## src/rtl/cpu_ctrl_pkg.sv

```systemverilog
// cpu_ctrl_pkg: control-word field map and default latencies that the decoder and issue logic share
package cpu_ctrl_pkg;
  localparam int unsigned RS_LO      = 27;
  localparam int unsigned RT_LO      = 22;
  localparam int unsigned RD_LO      = 17;
  localparam int unsigned IMM_BIT    = 16;
  localparam int unsigned ALU_OP_LO  = 13;
  localparam int unsigned MEM_WR_BIT = 12;
  localparam int unsigned MEM_AC_BIT = 11;
  localparam int unsigned REG_WR_BIT = 10;
  localparam int unsigned MUL_BIT    = 9;
  localparam int unsigned ALU_LAT_DEF = 3;
  localparam int unsigned LD_LAT_DEF  = 4;
  localparam int unsigned MUL_LAT_DEF = 6;
  typedef enum logic [1:0] {ALU_ADD, ALU_SUB, ALU_AND, ALU_OR} alu_op_e;
  typedef struct packed {
    logic [4:0] rs;
    logic [4:0] rt;
    logic [4:0] rd;
    logic       imm;
    logic       rsv15;
    alu_op_e    alu_op;
    logic       mem_wr;
    logic       mem_acc;
    logic       reg_wr;
    logic       mul;
    logic [8:0] rsv;
  } ctrl_t;
  function automatic logic [2:0] lat_of(input logic mul, input logic mem_acc,
                                        input logic [2:0] alu, input logic [2:0] ld,
                                        input logic [2:0] mu);
    return mul ? mu : mem_acc ? ld : alu;
  endfunction
endpackage

```

## src/rtl/reg_scoreboard.sv

```systemverilog
// reg_scoreboard: per-register remaining-latency counters, busy lookups, write-port clash and retire detect
module reg_scoreboard
  import cpu_ctrl_pkg::*;
(
  input  logic       clk,
  input  logic       rst,
  input  logic       i_set,
  input  logic [4:0] i_rd,
  input  logic [2:0] i_lat,
  input  logic [4:0] i_rs,
  input  logic [4:0] i_rt,
  output logic       o_rs_busy,
  output logic       o_rt_busy,
  output logic       o_rd_busy,
  output logic       o_clash,
  output logic       o_ret,
  output logic [4:0] o_ret_rd
);
  logic [2:0] r_cnt [32];
  logic [2:0] w_lat_p1;
  assign w_lat_p1  = i_lat + 3'd1;
  assign o_rs_busy = r_cnt[i_rs] != 3'd0;
  assign o_rt_busy = r_cnt[i_rt] != 3'd0;
  assign o_rd_busy = r_cnt[i_rd] != 3'd0;
  always_ff @(posedge clk or posedge rst) begin
    if (rst) begin
      for (int i = 0; i < 32; i++) r_cnt[i] <= 3'd0;
    end else begin
      for (int i = 1; i < 32; i++)
        r_cnt[i] <= (i_set && i_rd == 5'(i)) ? i_lat :
                    (r_cnt[i] != 3'd0) ? r_cnt[i] - 3'd1 : 3'd0;
    end
  end
  // a count of L+1 would reach zero on the same edge as a new writer of latency L
  always_comb begin
    o_clash  = 1'b0;
    o_ret    = 1'b0;
    o_ret_rd = 5'd0;
    for (int i = 1; i < 32; i++) begin
      o_clash  = o_clash | (r_cnt[i] == w_lat_p1);
      o_ret    = o_ret | (r_cnt[i] == 3'd1);
      o_ret_rd = (r_cnt[i] == 3'd1) ? 5'(i) : o_ret_rd;
    end
  end
endmodule

```

## src/rtl/issue_scheduler.sv

```systemverilog
// issue_scheduler: in-order single-issue gate with RAW/WAW/write-port/multiplier hazard stalls
module issue_scheduler
  import cpu_ctrl_pkg::*;
#(
  parameter int unsigned ALU_LAT = ALU_LAT_DEF,
  parameter int unsigned LD_LAT  = LD_LAT_DEF,
  parameter int unsigned MUL_LAT = MUL_LAT_DEF
) (
  input  logic        clk,
  input  logic        rst,
  input  logic        dec_valid,
  input  logic [31:0] dec_ctrl,
  output logic        dec_ready,
  output logic        iss_valid,
  output logic [31:0] iss_ctrl,
  output logic        wb_valid,
  output logic [4:0]  wb_rd,
  output logic        mul_busy,
  output logic [15:0] stall_cycles
);
  logic [4:0]  w_rs, w_rt, w_rd;
  logic        w_mul, w_writer, w_issue;
  logic [2:0]  w_lat;
  logic        w_rs_busy, w_rt_busy, w_rd_busy, w_clash, w_ret;
  logic [4:0]  w_ret_rd;
  logic [2:0]  r_mul_cnt;
  logic        r_iss_valid, r_wb_valid;
  logic [31:0] r_iss_ctrl;
  logic [4:0]  r_wb_rd;
  logic [15:0] r_stall;
  assign w_rs     = dec_ctrl[RS_LO +: 5];
  assign w_rt     = dec_ctrl[RT_LO +: 5];
  assign w_rd     = dec_ctrl[RD_LO +: 5];
  assign w_mul    = dec_ctrl[MUL_BIT];
  assign w_writer = dec_ctrl[REG_WR_BIT] && w_rd != 5'd0;
  assign w_lat    = lat_of(w_mul, dec_ctrl[MEM_AC_BIT], 3'(ALU_LAT), 3'(LD_LAT), 3'(MUL_LAT));
  assign mul_busy = r_mul_cnt != 3'd0;
  assign dec_ready = !rst && !w_rs_busy && !w_rt_busy
                     && !(w_writer && (w_rd_busy || w_clash))
                     && !(w_mul && mul_busy);
  assign w_issue  = dec_valid && dec_ready;
  reg_scoreboard u_sb (
    .clk      (clk),
    .rst      (rst),
    .i_set    (w_issue && w_writer),
    .i_rd     (w_rd),
    .i_lat    (w_lat),
    .i_rs     (w_rs),
    .i_rt     (w_rt),
    .o_rs_busy(w_rs_busy),
    .o_rt_busy(w_rt_busy),
    .o_rd_busy(w_rd_busy),
    .o_clash  (w_clash),
    .o_ret    (w_ret),
    .o_ret_rd (w_ret_rd)
  );
  always_ff @(posedge clk or posedge rst) begin
    if (rst) begin
      r_iss_valid <= 1'b0;
      r_iss_ctrl  <= 32'd0;
      r_wb_valid  <= 1'b0;
      r_wb_rd     <= 5'd0;
      r_mul_cnt   <= 3'd0;
      r_stall     <= 16'd0;
    end else begin
      r_iss_valid <= w_issue;
      r_iss_ctrl  <= w_issue ? dec_ctrl : r_iss_ctrl;
      r_wb_valid  <= w_ret;
      r_wb_rd     <= w_ret_rd;
      r_mul_cnt   <= (w_issue && w_mul) ? 3'(MUL_LAT) : mul_busy ? r_mul_cnt - 3'd1 : 3'd0;
      r_stall     <= (dec_valid && !dec_ready && r_stall != 16'hFFFF) ? r_stall + 16'd1 : r_stall;
    end
  end
  assign iss_valid    = r_iss_valid;
  assign iss_ctrl     = r_iss_ctrl;
  assign wb_valid     = r_wb_valid;
  assign wb_rd        = r_wb_rd;
  assign stall_cycles = r_stall;
endmodule
```

## config.mk

```make
export PLATFORM = sky130hd
export DESIGN_NAME = issue_scheduler
export DESIGN_NICKNAME = d
export VERILOG_FILES = /design/src/rtl/cpu_ctrl_pkg.sv /design/src/rtl/reg_scoreboard.sv /design/src/rtl/issue_scheduler.sv
export SDC_FILE = /design/constraint.sdc
export NUM_CORES = 1
export LEC_CHECK = 0
export ABC_AREA = 0
export ABC_CLOCK_PERIOD_IN_PS = 7130
export BUFFER_PORTS_ARGS = -buffer_cell sky130_fd_sc_hd__buf_2
export CAP_MARGIN = 10
export CORE_AREA = 2 2 173 175
export CTS_BUF_LIST = sky130_fd_sc_hd__clkbuf_16
export DETAILED_ROUTE_END_ITERATION = 10
export DIE_AREA = 0 0 175 177
export HOLD_SLACK_MARGIN = 0.15
export PLACE_DENSITY_LB_ADDON = 0.1
export SETUP_SLACK_MARGIN = 0.5
export SLEW_MARGIN = 30
export SYNTH_ARGS = -nofsm -noshare
export SYNTH_HDL_FRONTEND = slang
export SYNTH_SLANG_ARGS = --single-unit
export TNS_END_PERCENT = 10
```

## constraint.sdc

```tcl
create_clock -name clk -period 7.13 [get_ports clk]
set_clock_uncertainty 0.15 [all_clocks]
set_input_delay 2.139 -clock clk [delete_from_list [all_inputs] [get_ports clk]]
set_output_delay 2.139 -clock clk [all_outputs]
set_load 0.05 [all_outputs]
```

==> results.tsv <==
metric	value	unit
cp_data_required_time	4.84	ns
drtIter0Drc	827	
dp_slack	0.204	ns
fillCellCount	2904	
rsz0062_at_grt	false	
cpPeakStageDelay	0.33	ns
placed_cells	1517	
synthesis.area	10000	sq um
yosys_warnings	3	
r2r_cells	11	
finalNonFillerCells	1553	
status	complete, no violations	
total_power	3.66	mW
path_delay_family	buffers and inverters	
fmax	0.154	GHz
cts_num_sinks	151	
worstReg2RegEnd	u_sb.r_cnt[1]	
ios	92	
p_leak	5.70	nW
cp.arrival	4.22	ns
hold_start	r_mul_cnt[0]	
core_area	29200	sq um
post-route-min-period	6.51	ns
ant_nets	0	
most-common-layout-cells	151 x dfrtp_1, 107 x nor2_1, 87 x buf_2	
antenna_found_initial	0	
grt_remaining_overflow	0	
path_max_fanout	25	
ys.flop_type	dfrtp_1	
ys_seq_elements	151	
grt_max_degree	55	
routabilityCongestion	0.891	
port_buffers	91	
wl	33700	um
grt_usage	22.2	%
peakVddDrop	247	uV
wl_per_cell	21.7	um
setup_violations	0	
layout_setup_ws	0.617	ns
clockBufferDepth	2	
min_path_cells	1	
clock_latency	0.44	ns
p_per_area	313	nW/um^2
critPathBufInv	4	
hpwl	24900	um
grt_pass1_wl	51900	um
fin_setup_tns	0	ns
fp-row-count	63	
crit_path_frequent_cell	buf_4	
ys_types	57	
nets	1250	
die_area	31000	sq um
avgSynthCellArea	9.41	sq um
clockRootBuffer	clkbuf_16	
viasPerCell	5.53	
path_class	in2out	
synth_edf_count	0	
drc_errors	0	
r2r_start	u_sb.r_cnt[63]	
hold_viol	0	
syn_inst	1067	
min_to	r_mul_cnt[0]	
synth-async-reset-ratio	100	%
die_y	177	um
maxCapViolations	0	
grt_pass1_vias	8217	
worstMarginPinSlew	0.931	ns
drv_slew	0	
die_w	175	um
via_count	8581	
r2r_slack	2.70	ns
crit_path_end_kind	primary output	
cp_slowest_cell	buf_4	
slew_headroom	37.9	%
cts_tree	built	
drive_gt1_share	18.9	%
syn_nets	1167	
cp-start-kind	primary input	
holdBufCountCts	0	
seq_area_frac_synth	37.7	%
layout_commonest_cell	dfrtp_1	
path_cells	buf_4 -> buf_4 -> o31ai_1 -> a22oi_1 -> nand3_1 -> a2111oi_2 -> nand3_1 -> buf_4 -> a21oi_4 -> buf_8	
diodes	0	
cts.clk_slew.worst_paths	0.06	ns
area_delta_synth_final	16.5	%
drtPass1Iterations	6	
cts-htree-levels	4	
cts_made_buffers	17	
hp-class	reg2reg	
fin_crit_sh	91.3	%
start_util	34.3	%
==> Yosys cell counts (all sizes together) (15+ instances only) <==
cell	number	share of area (%)
nor3b	23	1.7
o221ai	15	1.3
nand3	53	2.6
o21ai	29	1.4
a21oi	37	2.0
xor2	41	3.6
nor3	42	2.2
nand2	77	2.9
dfrtp	151	38
nand4	18	1.2
ha	65	8.1
inv	72	2.7
clkbuf	41	1.5
mux2	99	11
o31ai	31	2.3
and2	22	1.4
nor2	108	4.0
buf	16	0.76
==> worst register-to-register path, stage by stage, from the launching register on <==
cell,delay [ns]
dfrtp_1,0.47
nor3_1,0.73
a221oi_1,0.20
o21ai_0,0.42
nand3_1,0.13
o22ai_1,0.14
nand3_1,0.10
buf_4,0.17
a21oi_4,0.19
buf_4,0.44
nand4_2,0.71
o221ai_1,0.47
==> metal layers <==
metal	up-vias	track usage, %	part of all wire [%]
met2	309	35.4	46
met3	58	3.18	5.1
met4	0	7.64	2.8
met1	4262	30.9	46
li1	3952	-	-
met5	-	0	0
==> layout make-up <==
| type | count | area, sq um | area share (%) |
|---|---|---|---|
| sequential | 151 | 3780 | 32.3 |
| multi-input combinational | 787 | 5780 | 49.5 |
| timing repair buffer | 121 | 736 | 6.29 |
| tap | 390 | 488 | 4.17 |
| clock inverter | 15 | 205 | 1.76 |
| clock buffer | 17 | 425 | 3.64 |
| inverter | 72 | 275 | 2.35 |
==> report_power, final <==
| part | internal, mW | switching (mW) |
|---|---|---|
| logic | 0.442 | 1.03 |
| registers | 1.03 | 0.162 |
| clock network | 0.590 | 0.408 |
==> per-stage QoR <==
stage	util (%)	instance area [sq um]	hold WS, ns
finish	40.0	11700	0.310
global route	40.0	11700	0.338
CTS	39.8	11600	0.320
detailed placement	37.5	11000	0.310
global placement	37.5	11000	0.292
floorplan	-	10000	0.266
==> timing repair <==
action | in CTS | in global routing
gates cloned | 1 | 0
buffers inserted | 0 | 3
pin swaps | 1 | 3
endpoints found under the setup margin | 1 | 1
gates resized for setup | 5 | 7
==> kinds of logic (layout without fill, tap and decap cells) <==
group           after synthesis  after routing  share of synthesized area [%]
simple gates                396            396                           19.5
flops                       151            151                           37.7
compound gates              170            170                           11.7
buf+inv                     129            225                           4.99
xor+xnor                     41             41                           3.58
mux                         115            115                           14.4
fa+ha+maj                    65             65                           8.10
==> how the worst max path moves through the flow <==
stage / from / endpoint / slack, ns / depth (start not counted)
CTS: dec_ctrl[11] / dec_ready / 0.50 / 11
global placement: dec_ctrl[9] / dec_ready / 0.19 / 10
finish: dec_ctrl[9] / dec_ready / 0.62 / 10
global route: dec_ctrl[11] / dec_ready / 0.51 / 10
floorplan: dec_ctrl[18] / dec_ready / 0.54 / 9
detailed placement: dec_ctrl[9] / dec_ready / 0.20 / 10
==> sequential cells by signal (all words and copies together) (netlist names) <==
signal / flops
stall_cycles: 16
wb_rd: 5
iss_valid: 1
u_sb.r_cnt: 93
iss_ctrl: 32
r_mul_cnt: 3
wb_valid: 1
Power figures use the tool's default switching activity.
